`config.mk`:
```
export PLATFORM = sky130hd
export DESIGN_NAME = rs_pipeline_sequencer
export DESIGN_NICKNAME = d
export VERILOG_FILES = /design/src/rtl/rs_decoder_pkg.sv /design/src/rtl/rs_stage_watchdog.sv /design/src/rtl/rs_pipeline_sequencer.sv
export SDC_FILE = /design/constraint.sdc
export NUM_CORES = 1
export LEC_CHECK = 0
export CORE_ASPECT_RATIO = 1.4
export CORE_MARGIN = 10
export CORE_UTILIZATION = 52
export CTS_BUF_LIST = sky130_fd_sc_hd__clkbuf_16
export DETAILED_ROUTE_END_ITERATION = 10
export GPL_ROUTABILITY_DRIVEN = 1
export GPL_TIMING_DRIVEN = 0
export PLACE_DENSITY = 0.78
export SETUP_SLACK_MARGIN = 0.02
export SYNTH_ARGS = -nofsm -noshare
export SYNTH_HDL_FRONTEND = slang
export SYNTH_HIERARCHICAL = 1
export SYNTH_SLANG_ARGS = --single-unit
```
`constraint.sdc`:
```
create_clock -name clk -period 2.8 [get_ports clk]
set_input_delay 0.28 -clock clk [delete_from_list [all_inputs] [get_ports clk]]
set_output_delay 0.28 -clock clk [all_outputs]
set_load 0.03 [all_outputs]
```
`src/rtl/rs_decoder_pkg.sv`:
```
// Shared types and constants for the Reed-Solomon decode pipeline control.
// Latency: n/a (declarations only).
// Backpressure: n/a.
// Contents: sequencer state encoding, pipeline depth, stage index constants.
package rs_decoder_pkg;

    localparam int NUM_STAGES = 4;

    // Stage positions in the occupancy / start / done vectors.
    localparam int STG_SYN    = 0;
    localparam int STG_BM     = 1;
    localparam int STG_ROOT   = 2;
    localparam int STG_FORNEY = 3;

    typedef enum logic [1:0] {
        IDLE  = 2'd0,
        RUN   = 2'd1,
        FAULT = 2'd2
    } seq_state_t;

endpackage

```
`src/rtl/rs_stage_watchdog.sv`:
```
// Per-step watchdog: counts stuck cycles since the last pipeline advance.
// Latency: expired is a compare on the registered count (same cycle).
// Backpressure: none; the caller gates en so waiting on the host never counts.
// Ports: clk, rst (sync, active-high), clr (restart count), en (count this
//        cycle), expired (count has reached TIMEOUT_CYCLES-1).
module rs_stage_watchdog #(
    parameter int TIMEOUT_CYCLES = 4096,
    parameter int TMR_W          = 13
) (
    input  logic clk,
    input  logic rst,
    input  logic clr,
    input  logic en,
    output logic expired
);

    logic [TMR_W-1:0] wdog;

    always_ff @(posedge clk) begin
        if (rst || clr) begin
            wdog <= '0;
        end else if (en) begin
            wdog <= wdog + 1'b1;
        end
    end

    assign expired = (wdog == TMR_W'(TIMEOUT_CYCLES - 1));

endmodule

```
`src/rtl/rs_pipeline_sequencer.sv`:
```
// Sequencer for the syndrome / BM / root-search / Forney decode pipeline.
// Latency: stage_start pulses one cycle after an advance; out_valid once the last stage is done.
// Backpressure: in_ready drops while any occupied stage is busy or the result is unconsumed.
// Ports: clk, rst (sync, active-high); in_valid/in_ready host input handshake;
//        stage_done/stage_start per-stage datapath control; occ stage occupancy;
//        out_valid/out_ready result handshake; flush abort; busy, timeout, irq status.
// Optional: RS_SEQ_STATS_EN adds blocks_done and stall_cycles counters.
module rs_pipeline_sequencer #(
    parameter int NUM_STAGES     = rs_decoder_pkg::NUM_STAGES,
    parameter int START_HOLDOFF  = 2,
    parameter int TIMEOUT_CYCLES = 4096,
    parameter int TMR_W          = 13
) (
    input  logic                  clk,
    input  logic                  rst,
    input  logic                  in_valid,
    output logic                  in_ready,
    input  logic [NUM_STAGES-1:0] stage_done,
    output logic [NUM_STAGES-1:0] stage_start,
    output logic [NUM_STAGES-1:0] occ,
    output logic                  out_valid,
    input  logic                  out_ready,
    input  logic                  flush,
    output logic                  busy,
    output logic                  timeout,
    output logic                  irq
`ifdef RS_SEQ_STATS_EN
    ,
    output logic [15:0]           blocks_done,
    output logic [15:0]           stall_cycles
`endif
);

    import rs_decoder_pkg::*;

    seq_state_t            state;
    logic [2:0]            holdoff;
    logic                  retired;
    logic [NUM_STAGES-1:0] qd;
    logic [NUM_STAGES-1:0] occ_shift;
    logic                  adv_ok;
    logic                  advance;
    logic                  go_idle;
    logic                  stuck;
    logic                  wd_expired;

    // A done from a stage is only trusted once the holdoff after its start
    // pulse has elapsed; the datapath may still show done for the old block.
    assign qd = ~occ | (stage_done & {NUM_STAGES{holdoff == 3'd0}});

    assign adv_ok = (state == IDLE) ||
                    ((state == RUN) && (&qd) && (!occ[NUM_STAGES-1] || retired));

    // Advance only when something actually moves: a new block or an upstream one.
    assign advance = adv_ok && (in_valid || (|occ[NUM_STAGES-2:0]));

    // In RUN, a ready pipeline with nothing to move has fully drained.
    assign go_idle = (state == RUN) && adv_ok && !advance;

    // Stuck means an occupied stage has not finished; a pending result that
    // the host has not taken is not stuck, so the watchdog holds then.
    assign stuck = (state == RUN) && (|(occ & ~qd));

    always_comb begin
        occ_shift          = occ << 1;
        occ_shift[STG_SYN] = in_valid;
    end

    assign in_ready  = adv_ok;
    assign out_valid = (state == RUN) && occ[NUM_STAGES-1] && qd[NUM_STAGES-1] && !retired;
    assign busy      = (state != IDLE);
    assign irq       = out_valid || timeout;

    rs_stage_watchdog #(
        .TIMEOUT_CYCLES (TIMEOUT_CYCLES),
        .TMR_W          (TMR_W)
    ) u_watchdog (
        .clk     (clk),
        .rst     (rst || flush),
        .clr     (advance),
        .en      (stuck),
        .expired (wd_expired)
    );

    always_ff @(posedge clk) begin
        if (rst || flush) begin
            state       <= IDLE;
            occ         <= '0;
            stage_start <= '0;
            holdoff     <= '0;
            retired     <= 1'b0;
            timeout     <= 1'b0;
        end else begin
            stage_start <= '0;
            if (advance) begin
                occ         <= occ_shift;
                stage_start <= occ_shift;
                retired     <= 1'b0;
                holdoff     <= 3'(START_HOLDOFF);
                state       <= RUN;
            end else if (go_idle) begin
                occ     <= '0;
                retired <= 1'b0;
                state   <= IDLE;
            end else if (state == RUN) begin
                if (stuck && wd_expired) begin
                    state   <= FAULT;
                    timeout <= 1'b1;
                    occ     <= '0;
                end else begin
                    if (holdoff != 3'd0) begin
                        holdoff <= holdoff - 3'd1;
                    end
                    if (out_valid && out_ready) begin
                        retired <= 1'b1;
                    end
                end
            end
        end
    end

`ifdef RS_SEQ_STATS_EN
    always_ff @(posedge clk) begin
        if (rst || flush) begin
            blocks_done  <= '0;
            stall_cycles <= '0;
        end else begin
            if (out_valid && out_ready) begin
                blocks_done <= blocks_done + 16'd1;
            end
            if (out_valid && !out_ready && (stall_cycles != 16'hFFFF)) begin
                stall_cycles <= stall_cycles + 16'd1;
            end
        end
    end
`endif

endmodule
```
=== Yosys cells after proc, flatten, opt, wreduce, memory -nomap -nowiden ===
Index checks and enable logic that the tools add are counted.

* Flip-flop bits (word level): 28
* Bits of input ports: 9
* Output and inout bits: 13

* $add $sub $neg: 2
* Eq/ne operators: 4
* Multiplexer cells: 13
* Bitwise logic cells: 8
* Reduce and logical (&&, ||, !) cells: 40

{| class="wikitable"
|+ Operators with widths
! kind !! count
|-
| two-way mux 4 bit || 4
|-
| AND reduction 4 bit || 4
|-
| adder 13 x 1 -> 13 bit (second input constant) || 1
|-
| == test 13 x 12 -> 1 bit (second input constant) || 1
|-
| logical AND 1 bit || 11
|-
| two-way mux 2 bit || 5
|-
| nonzero test 3 bit || 3
|-
| bitwise AND 4 bit || 2
|-
| NOT 4 bit || 2
|-
| logical OR 1 bit || 6
|-
| nonzero test 2 bit || 3
|-
| OR reduction 3 bit || 2
|-
| two-way mux 1 bit || 4
|-
| inequality test 2 bit (second input constant) || 2
|-
| OR 4 bit || 1
|-
| AND reduction 2 bit || 2
|-
| OR reduction 2 bit || 2
|-
| OR reduction 4 bit || 1
|-
| logical NOT 1 bit || 3
|-
| logical NOT 3 bit || 1
|-
| NOT 1 bit || 3
|-
| AND reduction 3 bit || 1
|-
| subtractor 3 x 1 -> 3 bit (second input constant) || 1
|-
| == test 2 x 1 -> 1 bit (second input constant) || 1
|-
| logical NOT 2 bit || 1
|}

=== Depth between registers and ports, before layout ===
* Word-level depth: 12
* Depth in mapped cells: 8
* Mapped depth without buffers: 7

=== Cells and area by module ===
The synthesis kept the hierarchy.

{| class="wikitable"
|+ By module, submodules not included
! module !! times used !! cells each !! area each (sq um) !! seq. area each (sq um)
|-
| rs_pipeline_sequencer || 1 || 74 || 744.5 || 300.3
|-
| rs_stage_watchdog || 1 || 67 || 615.6 || 260.2
|}

=== Worst setup path before layout ===
OpenSTA, ideal clock, no wires.

* Path type: reg-to-reg
* Start point: reg holdoff[0]
* End point: reg u_watchdog.wdog[0]
* Setup time: 128 ps
* Arrival time: 2,048 ps
* Required time: 2,672 ps
* Setup slack: 625 ps
* Cell stages (with the launch flop): 9
* Buffers on the path: 2
* Period minus slack after synthesis: 2,175 ps
* Path through: dfxtp_1 > buf_6 > or4b_1 > a22oi_2 > nand3_4 > a21oi_2 > or2_2 > clkbuf_1 > nor2_1

* Longest elaborated chain between the ends: 9

{| class="wikitable"
|+ RTL lines
! what !! RTL line !! RTL
|-
| from (decl) || rs_pipeline_sequencer.sv:37 || <nowiki>logic [2:0] holdoff;</nowiki>
|-
| from (signal assigned) || rs_pipeline_sequencer.sv:99 || <nowiki>holdoff <= 3'(START_HOLDOFF);</nowiki>
|-
| from (signal assigned) || rs_pipeline_sequencer.sv:112 || <nowiki>holdoff <= holdoff - 3'd1;</nowiki>
|-
| logical NOT 3 bit || rs_pipeline_sequencer.sv:49 || <nowiki>assign qd = ~occ | (stage_done & {NUM_STAGES{holdoff == 3'd0}});</nowiki>
|-
| bitwise AND 4 bit || rs_pipeline_sequencer.sv:49 ||
|-
| OR 4 bit || rs_pipeline_sequencer.sv:49 ||
|-
| AND reduction 4 bit || rs_pipeline_sequencer.sv:52 || <nowiki>((state == RUN) && (&qd) && (!occ[NUM_STAGES-1] || retired));</nowiki>
|-
| logical AND 1 bit (2 in a row) || rs_pipeline_sequencer.sv:52 ||
|-
| logical OR 1 bit || rs_pipeline_sequencer.sv:51 || <nowiki>assign adv_ok = (state == IDLE) ||</nowiki>
|-
| logical AND 1 bit || rs_pipeline_sequencer.sv:55 || <nowiki>assign advance = adv_ok && (in_valid || (|occ[NUM_STAGES-2:0]));</nowiki>
|-
| via advance || rs_pipeline_sequencer.sv:42 || <nowiki>logic advance;</nowiki>
|-
| logical OR 1 bit || rs_stage_watchdog.sv:20 || <nowiki>if (rst || clr) begin</nowiki>
|-
| to (signal assigned) || rs_stage_watchdog.sv:23 || <nowiki>wdog <= wdog + 1'b1;</nowiki>
|-
| to (decl) || rs_stage_watchdog.sv:17 || <nowiki>logic [TMR_W-1:0] wdog;</nowiki>
|}

The timed path passes the listed nets, and every way through them passes these cells.
A chain may end at the register's enable or synchronous reset.

=== Final worst setup path ===
* Start point: in stage_done[3]
* End point: reg u_watchdog.wdog[1]

* Longest elaborated chain between the ends: 8

{| class="wikitable"
|+ RTL lines
! what !! RTL line !! RTL
|-
| from (decl) || rs_pipeline_sequencer.sv:18 || <nowiki>input logic [NUM_STAGES-1:0] stage_done,</nowiki>
|-
| bitwise AND 4 bit || rs_pipeline_sequencer.sv:49 ||
|-
| OR 4 bit || rs_pipeline_sequencer.sv:49 ||
|-
| AND reduction 4 bit || rs_pipeline_sequencer.sv:52 ||
|-
| logical AND 1 bit (2 in a row) || rs_pipeline_sequencer.sv:52 ||
|-
| logical OR 1 bit || rs_pipeline_sequencer.sv:51 ||
|-
| logical AND 1 bit || rs_pipeline_sequencer.sv:55 ||
|-
| via advance || rs_pipeline_sequencer.sv:42 ||
|-
| logical OR 1 bit || rs_stage_watchdog.sv:20 ||
|}

The timed path passes the listed nets, and every way through them passes these cells.

==> Implementation_results.wiki <==
{| class="wikitable"
! Metric !! Value
|-
| Run status || completed
|-
| Finished Core Util || a little over two thirds
|-
| Synth warn || 6
|-
| Max Root-Sink Buffers || 2
|-
| Clock tree from TritonCTS || done
|-
| Num ports || 22
|-
| Syn_area_per_cell || slightly below 10 um^2
|-
| Most repeated cell in the gate-level netlist after synthesis || dfxtp_1
|-
| Switching power || around 170 uW
|-
| Number of rows in the core area || 21
|-
| Netlist area before placement || 1360 um^2
|-
| Post-route cell area || 1720 um^2
|-
| Required time worst endpoint || 2.93 ns
|-
| Number of hold-repair buffers added at the cts stage || 0
|-
| Count of vias placed by the detailed router || 1,154
|-
| Post-Route WL || between 3000 and 4000 um
|-
| Count of TritonRoute iterations in the first routing pass || 4
|-
| Area inside the core boundary || 2440 um^2
|-
| Clock tree root driver cell || clkbuf_16
|-
| Effective utilization at floorplan || between 50 and 60%
|-
| Most Used Layer, Global Route || met2
|-
| Worst slew slack as a fraction of its limit || between 40 and 50%
|-
| Maximum level of the CTS H-tree || 1
|-
| Multi-input logic area || 758 um^2
|-
| Internal power || 718 uW
|-
| Leakage power summed over all cells || 0.000621 uW
|-
| Final worst-path cycle share || 91.2%
|-
| Sequential group share of total power || ~46%
|-
| Number of clock sinks || 28
|-
| Top cells by count, synth || dfxtp_1, a21oi_1, and2_1, nand2_1, nor2_1
|-
| Clock network fraction of total power || between 40% and 50%
|-
| Type of the worst setup path || primary input to register
|-
| Largest clock skew in the final design || between 0.003 and 0.004 ns
|-
| Category of the worst setup path capture point || register
|-
| Sw Ratio || between 15 and 20%
|-
| Final ANT Viol Nets || 0
|-
| Placement-stage cell area || 1610 um^2
|-
| Cells after synthesis || 141
|-
| Share of total power in combinational logic || about 8.0%
|-
| GR Layer Usage met3 || under 10%
|-
| Number of buffers inserted during clock tree synthesis || 3
|-
| Number of cells in the design after placement || approximately 200
|-
| Number of inserted filler cells in the final layout || between 150 and 200
|-
| Post-CTS setup buffer count || 0
|-
| Biggest fanout along the worst timing path || 10
|-
| Die span in x || between 60 and 70 um
|-
| Peak clock frequency supported by timing || 392 MHz
|-
| Antenna diodes || 0
|-
| Hold Violations, Final || 0
|-
| Register bit count reported by yosys || 28
|-
| Height of the die || a little over 80 um
|-
| Remaining routing DRC violations || 0
|-
| Clk Latency, worst-skew pair || roughly 0.26 ns
|-
| RSZ-0062 raised after global routing || no
|-
| Count of flip-flops with a built-in enable after synthesis || 0
|-
| Data arrival at the endpoint of the critical path || approximately 2.7 ns
|-
| Non-filler cells, final || 200
|-
| Summed negative setup slack over all endpoints || 0 ns
|-
| Detail-routed net length per standard cell || around 15 um
|-
| Met1 global-route usage || around 12%
|-
| Number of I/O port buffers || 21
|-
| Sequential element share of the synthesized area || 41.2%
|-
| GRT Total Usage || about an eighth
|-
| Max IR drop VDD || around 0.3 mV
|-
| Share of flip-flops with an asynchronous set or reset after synthesis || 0%
|-
| Met2 layer usage reported by global route || around a quarter
|-
| Worst Setup Start Kind || primary input
|-
| Gp weighted congestion || 0.923
|-
| Die Area || 5090 um^2
|-
| Cell types occupying the most area after synthesis || dfxtp_1, and2_1, a21oi_1
|-
| Share of final-layout standard cells stronger than drive strength 1 || between 10% and 20%
|-
| Reg area || 561 um^2
|-
| Final max-slew violation count || 0
|-
| Overflow after GRT || 0
|-
| Total power consumption of the routed design || 892 uW
|-
| Total nets after synthesis || approximately 150
|-
| Pin slew with the least headroom to its limit || roughly 0.83 ns
|-
| Cell area power density || approximately 520 nW/um^2
|-
| Pin count of the biggest net entering global routing || 17
|-
| Number of DRC violations after detailed-routing iteration 0 || between 50 and 60
|-
| Layout area overhead || 26.2%
|-
| Final HPWL from detailed placement || 2360 um
|-
| Register-to-register setup slack || about 0.28 ns
|-
| Vias in the first global route || around 1,200
|-
| Final min period || between 2 and 3 ns
|-
| Clock input transition at the sequential cells of the worst setup and hold paths || roughly 0.070 ns
|-
| Global-route wire length before repair || 5380 um
|-
| Vias/cell || just under 6
|-
| Cell taking the most area after synthesis || dfxtp_1
|-
| Antenna violations before repair || 0
|-
| Final setup viols || 0
|-
| Post-synth top area share || 41.2%
|-
| Primary FF master, synth || dfxtp_1
|-
| Count of cell types in the netlist || 46
|-
| Class of the tightest hold or removal check || register to register
|-
| # Max-Cap Violations || 0
|-
| Nets || between 150 and 200
|}
power groups by stage:
stage | Combinational [uW] | Clock (uW) | Sequential (uW)
2_1_floorplan | 41.1 | 0 | 417
3_3_place_gp | 69.3 | 0 | 415
3_5_place_dp | 71.0 | 0 | 415
4_1_cts | 71.6 | 421 | 406
5_1_grt | 77.2 | 438 | 406
6_report | 71.2 | 414 | 406
critical path, stage by stage:
cell and delay [ns]:
clkdlybuf4s50_1 0.48, or4b_1 0.45, a22oi_2 0.32, nand3_4 0.20, a21oi_2 0.34, or2_2 0.17, clkbuf_1 0.34, nor2_1 0.10
logic make-up after synthesis:
| kind of cell | share of synthesized area, % |
|---|---|
| muxes | 2.21 |
| AOI/OAI and AO/OA | 18.8 |
| xor gates and xnor gates | 3.22 |
| DFF | 41.2 |
| adders and majority gates | 0.920 |
| buffers and inverters | 3.04 |
| and+or+nand+nor | 30.6 |
flip-flops by register name (all words and copies together), names as in the netlist:
register and cells:
holdoff 3, occ 4, retired 1, stage_start 4, state 2, timeout 1, u_watchdog/wdog 13
routing by layer:
layer	part of all wire, %	vias to the layer above
li1	-	577
met1	39	551
met2	55	20
met3	4.3	6
met4	1.5	0
met5	0	-
what timing repair did:
| item | CTS | global route |
|---|---|---|
| setup endpoints to repair | 1 | 0 |
| gates resized for setup | 1 | 0 |
| endpoints found under the hold margin | 0 | 0 |
final timing paths:
kind	start	endpoint	depth (start not counted)
worst min register to register	state[1]$_SDFFE_PP0P_	state[1]$_SDFFE_PP0P_	2
worst min-delay path	state[1]$_SDFFE_PP0P_	state[1]$_SDFFE_PP0P_	2
worst max-delay path	stage_done[3]	u_watchdog/wdog[1]$_SDFFE_PP0P_	8
worst max register to register	holdoff[0]$_SDFFE_PP0P_	u_watchdog/wdog[1]$_SDFFE_PP0P_	8
stage by stage:
step | worst slack [ns] | hold slack (ns)
after global routing | 0.0439 | 0.501
after floorplan | 0.625 | 0.402
after CTS | 0.226 | 0.474
after global placement | 0.0169 | 0.451
final | 0.247 | 0.474
after detailed placement | -0.0113 | 0.465
cell usage in the layout, fill, tap and decap left out, types with 2 or more instances in the layout:
| master | instances |
|---|---|
| a21bo_1 | 2 |
| inv_1 | 5 |
| nor4_1 | 3 |
| dfxtp_1 | 28 |
| or2_2 | 2 |
| xor2_1 | 2 |
| nand2_1 | 8 |
| clkbuf_1 | 2 |
| o31ai_1 | 4 |
| nand2b_1 | 2 |
| o21ai_0 | 2 |
| clkdlybuf4s50_1 | 20 |
| nor2_1 | 8 |
| a22o_1 | 3 |
| or3_1 | 4 |
| nor2b_1 | 3 |
| clkbuf_16 | 3 |
| mux2i_1 | 3 |
| xnor2_1 | 3 |
| or4b_1 | 4 |
| a21oi_1 | 8 |
| nor3_1 | 3 |
| or4_1 | 5 |
| and2_1 | 8 |
| nand4_2 | 2 |
| nand4_1 | 4 |
| a22oi_2 | 2 |
layout make-up:
cell class,instances,area share [%]
plain buffers,3,1.09
clock buffers,3,4.37
repair buffers,21,12.2
clock inverters,1,1.75
inverters,6,1.31
multi-input cells,104,44.2
flip-flops and latches,28,32.7
well taps,34,2.48
Power figures use the tool's default switching activity.
